### src/rtl/p_hardisc.sv
// p_hardisc: shared fetch-path definitions used by FE, the fetch buffer and ID.
package p_hardisc;
   localparam int IFB_WIDTH     = 38;
   localparam int IFB_INSTR_LSB = 0;
   localparam int IFB_FSTAT_LSB = 32;
   localparam int IFB_PRED_BIT  = 35;
   localparam int IFB_RPI_LSB   = 36;
   localparam logic [2:0] FETCH_VALID = 3'd0;
   localparam logic [2:0] FETCH_BSERR = 3'd1;
   localparam logic [2:0] FETCH_INCER = 3'd2;
   localparam logic [2:0] FETCH_UCERR = 3'd3;
   typedef logic [IFB_WIDTH-1:0] ifb_entry;
endpackage

### src/rtl/fetch_buffer.sv
// fetch_buffer: fall-through instruction FIFO between FE and ID that stops
// accepting pushes after a faulty fetch until flushed.
module fetch_buffer
   import p_hardisc::*;
#(
   parameter int DEPTH = 4,
   localparam int PTR_W = $clog2(DEPTH)
) (
   input  logic                 s_clk_i,
   input  logic                 s_rst_i,
   input  logic                 s_flush_i,
   input  logic                 s_push_i,
   input  logic [IFB_WIDTH-1:0] s_push_data_i,
   input  logic                 s_pop_i,
   output logic [IFB_WIDTH-1:0] s_head_o,
   output logic                 s_empty_o,
   output logic                 s_full_o,
   output logic                 s_afull_o,
   output logic [PTR_W:0]       s_count_o,
   output logic                 s_blocked_o,
   output logic                 s_drop_o
);
   ifb_entry         mem [DEPTH];
   logic [PTR_W-1:0] wr_ptr, rd_ptr;
   logic [PTR_W:0]   count;
   logic             blocked, drop, pop_ok, push_ok;

   assign s_empty_o   = count == '0;
   assign s_full_o    = count == (PTR_W+1)'(DEPTH);
   assign s_afull_o   = count == (PTR_W+1)'(DEPTH - 1);
   assign s_count_o   = count;
   assign s_blocked_o = blocked;
   assign s_drop_o    = drop;
   assign s_head_o    = s_empty_o ? '0 : mem[rd_ptr];
   assign pop_ok      = s_pop_i && !s_empty_o;
   assign push_ok     = s_push_i && !blocked && (!s_full_o || pop_ok);

   always_ff @(posedge s_clk_i or posedge s_rst_i)
      if (s_rst_i) begin
         wr_ptr  <= '0;
         rd_ptr  <= '0;
         count   <= '0;
         blocked <= 1'b0;
         drop    <= 1'b0;
      end else if (s_flush_i) begin
         wr_ptr  <= '0;
         rd_ptr  <= '0;
         count   <= '0;
         blocked <= 1'b0;
         drop    <= 1'b0;
      end else begin
         wr_ptr  <= push_ok ? wr_ptr + 1'b1 : wr_ptr;
         rd_ptr  <= pop_ok ? rd_ptr + 1'b1 : rd_ptr;
         count   <= (push_ok && !pop_ok) ? count + 1'b1 : (!push_ok && pop_ok) ? count - 1'b1 : count;
         blocked <= blocked || (push_ok && s_push_data_i[IFB_FSTAT_LSB +: 3] != FETCH_VALID);
         drop    <= s_push_i && !push_ok;
      end

   // storage needs no reset: s_head_o is masked while empty
   always_ff @(posedge s_clk_i)
      if (push_ok && !s_flush_i) mem[wr_ptr] <= s_push_data_i;

   always @(posedge s_clk_i)
      if (!s_rst_i)
         assert (count[PTR_W-1:0] == PTR_W'(wr_ptr - rd_ptr) && count <= (PTR_W+1)'(DEPTH))
            else $error("fetch_buffer: count/pointer invariant broken");
endmodule

### config.mk
export PLATFORM = sky130hd
export DESIGN_NAME = fetch_buffer
export DESIGN_NICKNAME = d
export VERILOG_FILES = /design/src/rtl/p_hardisc.sv /design/src/rtl/fetch_buffer.sv
export SDC_FILE = /design/constraint.sdc
export NUM_CORES = 1
export LEC_CHECK = 0
export ABC_CLOCK_PERIOD_IN_PS = 6300
export CORE_MARGIN = 8
export CORE_UTILIZATION = 35
export DETAILED_ROUTE_END_ITERATION = 8
export GPL_TIMING_DRIVEN = 0
export HOLD_SLACK_MARGIN = 0.03
export PLACE_DENSITY = 0.52
export SLEW_MARGIN = 30
export SYNTH_ARGS = -nofsm -noshare
export SYNTH_HDL_FRONTEND = slang
export SYNTH_SLANG_ARGS = --single-unit
### constraint.sdc
create_clock -name s_clk_i -period 6.3 [get_ports s_clk_i]
set_input_delay 0.63 -clock s_clk_i [delete_from_list [all_inputs] [get_ports s_clk_i]]
set_output_delay 0.63 -clock s_clk_i [all_outputs]
set_load 0.03 [all_outputs]
Word level (Yosys, flattened, before mapping)

Memory sizes are Yosys's and may differ from the RTL's.
Cells that the tools add are included.
Widths: inputs -> output; s select.

Memories: 1
Memory bits (writable): 152
Output and inout bits: 46
Register bits after elaboration: 9

Memory list:

| memory | words | bits a word | read ports | clocked after memory_dff | wr ports | line               | RTL |
|---|---|---|---|---|---|---|---|
| mem    | 4     | 38          | 1          | 0                        | 1        | fetch_buffer.sv:23 | `ifb_entry mem [DEPTH];` |

Eq/ne operators: 2
Mux-type cells: 12
Add/subtract/negate cells: 4
Reduce and logical (&&, ||, !) cells: 21

Operators by type and width:

| cell                | number |
|---|---|
| $mux 38             | 1 |
| $mux 3              | 3 |
| $logic_and 1x1->1   | 8 |
| $mux 2              | 4 |
| $logic_not 1->1     | 6 |
| $reduce_bool 3->1   | 2 |
| $add 2x1->2 const B | 2 |
| $mux 1              | 4 |
| $reduce_bool 2->1   | 2 |
| $add 3x1->3 const B | 1 |
| $eq 3x2->1 const B  | 1 |
| $eq 3x3->1 const B  | 1 |
| $logic_not 3->1     | 1 |
| $sub 3x1->3 const B | 1 |
| $logic_or 1x1->1    | 2 |

Longest topological paths before layout

Depth in word-level cells: 10
Mapped depth: 7
Depth with buffers taken out: 7

Worst setup path after synthesis

Ideal clock, no wire load.

Path kind: register to register
From: register count[1], in the netlist s_count_o[1]
To: memory mem[0][0] (netlist bit), enable pin
Setup slack: 3.811 ns
Clock period less this slack: 2.489 ns
Cell stages (with the launch flop): 4
Path buffers: 0
Setup time: 0.399 ns
Required time: 5.901 ns
Arrival: 2.090 ns
Cell sequence: dfrtp_1 -> nor2_1 -> a31oi_2 -> and3_1

Longest elaborated chain between the ends: 8
Elaborated cells on any way between the ends: 10
Classes of those cells: eq/ne (1); mux (2); reduce/logical (7)

RTL lines:

| item                             | line               | RTL |
|---|---|---|
| start: declaration               | fetch_buffer.sv:25 | `logic [PTR_W:0] count;` |
| start signal: assignment         | fetch_buffer.sv:54 | `count <= (push_ok && !pop_ok) ? count + 1'b1 : (!push_ok && pop_ok) ? count - 1'b1 : count;` |
| $logic_not 3->1                  | fetch_buffer.sv:28 | `assign s_empty_o = count == '0;` |
| $logic_not 1->1                  | fetch_buffer.sv:35 | `assign pop_ok = s_pop_i && !s_empty_o;` |
| $logic_and 1x1->1                | fetch_buffer.sv:35 |  |
| $logic_or 1x1->1 (*)             | fetch_buffer.sv:36 | `assign push_ok = s_push_i && !blocked && (!s_full_o \|\| pop_ok);` |
| $logic_and 1x1->1 (*)            | fetch_buffer.sv:36 |  |
| $logic_and 1x1->1 (*)            | fetch_buffer.sv:61 | `if (push_ok && !s_flush_i) mem[wr_ptr] <= s_push_data_i;` |
| $mux 1 (*)                       | fetch_buffer.sv:61 |  |
| $mux 1 (implied by the code) (*) | fetch_buffer.sv:61 |  |
| end: declaration                 | fetch_buffer.sv:23 |  |

Every way passes the cells marked *; elsewhere a longest branch is shown, timed or not.

Worst setup path in the final report

From: register count[1], in the netlist s_count_o[1]
To: output port s_head_o[30]

Longest elaborated chain between the ends: 2

RTL lines:

| item             | line               | RTL |
|---|---|---|
| $logic_not 3->1  | fetch_buffer.sv:28 |  |
| $mux 38          | fetch_buffer.sv:34 | `assign s_head_o = s_empty_o ? '0 : mem[rd_ptr];` |
| end: declaration | fetch_buffer.sv:15 | `output logic [IFB_WIDTH-1:0] s_head_o,` |

Every way passes these cells.

==> impl_metrics.json <==
{
  "route.detailed.drc": 0,
  "ctsResizeCount": 0,
  "finalHoldViolations": 0,
  "clk_pin_slew_ps": 60,
  "synth_area_leaders": "edfxtp_1 71%, mux4_2 13%, and2_1 3.7%, dfrtp_1 3.5%, buf_12 1.3%",
  "yosysWarnings": 0,
  "start_util": 0.357,
  "grt_max_degree": 22,
  "ff_latch_area_um2": 4790,
  "yosys.area.top_type": "edfxtp_1",
  "multi_input_area_um2": 1450,
  "grt_setup_unrepaired": "no",
  "layout_min_cycle_time_ps": 3190,
  "syn_inst": 308,
  "synth_edf_count": 152,
  "syn_area_per_cell_um2": 20.8,
  "die_y_um": 151,
  "netlist_area_um2": 6400,
  "area_delta_synth_final_pct": 28.3,
  "cts.path.max_buffers": 2,
  "cts_buffers": 17,
  "gp_congestion": 0.765,
  "wirelength_um": 12900,
  "synth-seq-cells": 161,
  "dp_hpwl_um": 8350,
  "layout.nets": 466,
  "drtIter0Drc": 128,
  "antennaDiodeCount": 0,
  "core.rowCount": 49,
  "synth_top_area_share": 0.713,
  "layout-drive-gt1-share": 0.200,
  "io_buffer_count": 87,
  "synth_fp_nets": 356,
  "overflow": 0,
  "totalNegativeSetupSlack_ps": 0,
  "synth-main-ff-cell": "edfxtp_1",
  "path_cells": "or3_4 -> buf_6 -> clkbuf_1 -> and2_1 -> clkdlybuf4s50_1",
  "status": "finished, final reports clean",
  "first_pass_iters": 4,
  "cellPowerDensity_nw_per_um2": 410,
  "clk_latency_ps": 400,
  "crit_required_ps": 5670,
  "die-area_um2": 22900,
  "clock.fmax_mhz": 314,
  "die_width_um": 151,
  "wl_per_cell_um": 19.5,
  "path_class": "flop to primary output",
  "dp.cells": 628,
  "antenna_found_initial": 1,
  "drv_cap": 0,
  "synth.distinct_cells": 33,
  "netlist_top_cells_count": "152 x edfxtp_1, 38 x and2_1, 38 x mux4_2",
  "cts_tree": "yes",
  "grt_pass1_vias": 3540,
  "viasPerCell": 4.83,
  "core_region_area_um2": 18000,
  "grt_use_total": 0.120,
  "ir_drop_mv": 0.236,
  "worst_pin_slew_ps": 676,
  "crit_slowest_cell": "clkdlybuf4s50_1",
  "path_max_fanout": 10,
  "grt_first_pass_wirelength_um": 20000,
  "htreeDepth": 4,
  "num-fill-cells": 1559,
  "cpPeakStageDelay_ps": 630,
  "worst_setup_path_end_kind": "primary output",
  "slew_headroom": 0.549,
  "layoutNonFillerInstCount": 659,
  "post_cts_buffers": 0,
  "cp-start-kind": "flop",
  "setup_viol": 0,
  "cts_hold_buf": 0,
  "cts.sinks": 161,
  "holdWs_ps": 502,
  "yosysMostFrequentCell": "edfxtp_1",
  "ys_seq_area_frac": 0.748,
  "hold_path_class": "input port to async pin",
  "vias": 3180,
  "root_buffer": "clkbuf_16",
  "maxSlewViolCount": 0,
  "leakage_nw": 2.67,
  "async_reset_ff_frac": 0.0559,
  "fin_crit_sh": 0.506,
  "ant_nets": 0,
  "arrival_ps": 2560,
  "finalClockSkew_ps": 5.92,
  "io_pins": 89
}
-- state kept, by name, summed over array words and instances, names as in the netlist --
signal       count
mem            152
s_count_o        3
rd_ptr           2
wr_ptr           2
s_blocked_o      1
s_drop_o         1
-- area by class of cell --
class                   instances  area share
flip-flops and latches        161       0.583
multi-input cells             123       0.177
repair buffers                 91       0.116
clock buffers                  20      0.0532
well taps                     229      0.0349
plain buffers                  15      0.0183
clock inverters                11      0.0142
inverters                       9     0.00411
-- worst max-delay path: cells and delay by family, from the launching register on --
kind	cells	cell delay [ps]
DFF	1	450
buffers and inverters	3	1040
and+or+nand+nor	2	660
-- routing by layer --
layer | GRT usage | share of wire | routed length [µm] | vias up
met1 | 0.143 | 0.43 | 5510 | 1652
met3 | 0.0391 | 0.056 | 724 | 10
li1 | - | - | - | 1435
met5 | 0 | 0.0010 | 13 | -
met4 | 0.0386 | 0.0091 | 117 | 2
met2 | 0.200 | 0.51 | 6510 | 81
-- per-stage QoR --
step	cell area, µm²	util	total power, mW	setup slack, ps
5_1_grt	8220	0.457	3.52	2950
3_3_place_gp	7560	0.421	2.45	2250
4_1_cts	8220	0.457	3.42	3030
2_1_floorplan	6400	-	1.98	3810
3_5_place_dp	7660	0.427	2.46	3370
6_report	8220	0.457	3.37	3110
-- where the power goes --
| group | total, mW | switching [mW] | leakage, nW | internal (mW) |
|---|---|---|---|---|
| registers | 1.25 | 0.0220 | 1.50 | 1.23 |
| clock network | 0.957 | 0.380 | 0.267 | 0.578 |
| logic | 1.16 | 0.643 | 0.906 | 0.514 |
| total | 3.37 | 1.04 | 2.67 | 2.32 |
-- layout by cell type, fill, tap and decap left out, types with 8 or more instances in the layout --
master	count
and2_1	38
buf_12	8
clkbuf_1	8
clkbuf_16	17
clkdlybuf4s50_1	87
dfrtp_1	9
edfxtp_1	152
inv_1	9
mux4_2	38
nor2_1	8
-- path summary, 6_finish.rpt --
check / from / endpoint / slack (ps) / depth (start not counted)
setup reg to reg: s_count_o[1]$_DFFE_PP0P_ / s_count_o[2]$_DFFE_PP0P_ / 3990 / 7
max in group asynchronous: s_rst_i / rd_ptr[1]$_DFFE_PP0P_ / 5520 / 2
hold / removal: s_rst_i / s_drop_o$_DFF_PP0_ / 500 / 2
min in group s_clk_i: s_blocked_o$_DFF_PP0_ / s_blocked_o$_DFF_PP0_ / 570 / 2
hold reg to reg: s_blocked_o$_DFF_PP0_ / s_blocked_o$_DFF_PP0_ / 570 / 2
setup / recovery: s_count_o[1]$_DFFE_PP0P_ / s_head_o[30] / 3110 / 5
-- logic make-up after synthesis --
logic type	count (synthesis)	synth area share
DFF	161	0.748
and+or+nand+nor	65	0.0604
buffers and inverters	24	0.0287
muxes	40	0.137
AOI/OAI and AO/OA	9	0.00996
adders and majority gates	5	0.0109
xor gates and xnor gates	4	0.00547
Power figures use the tool's default switching activity.
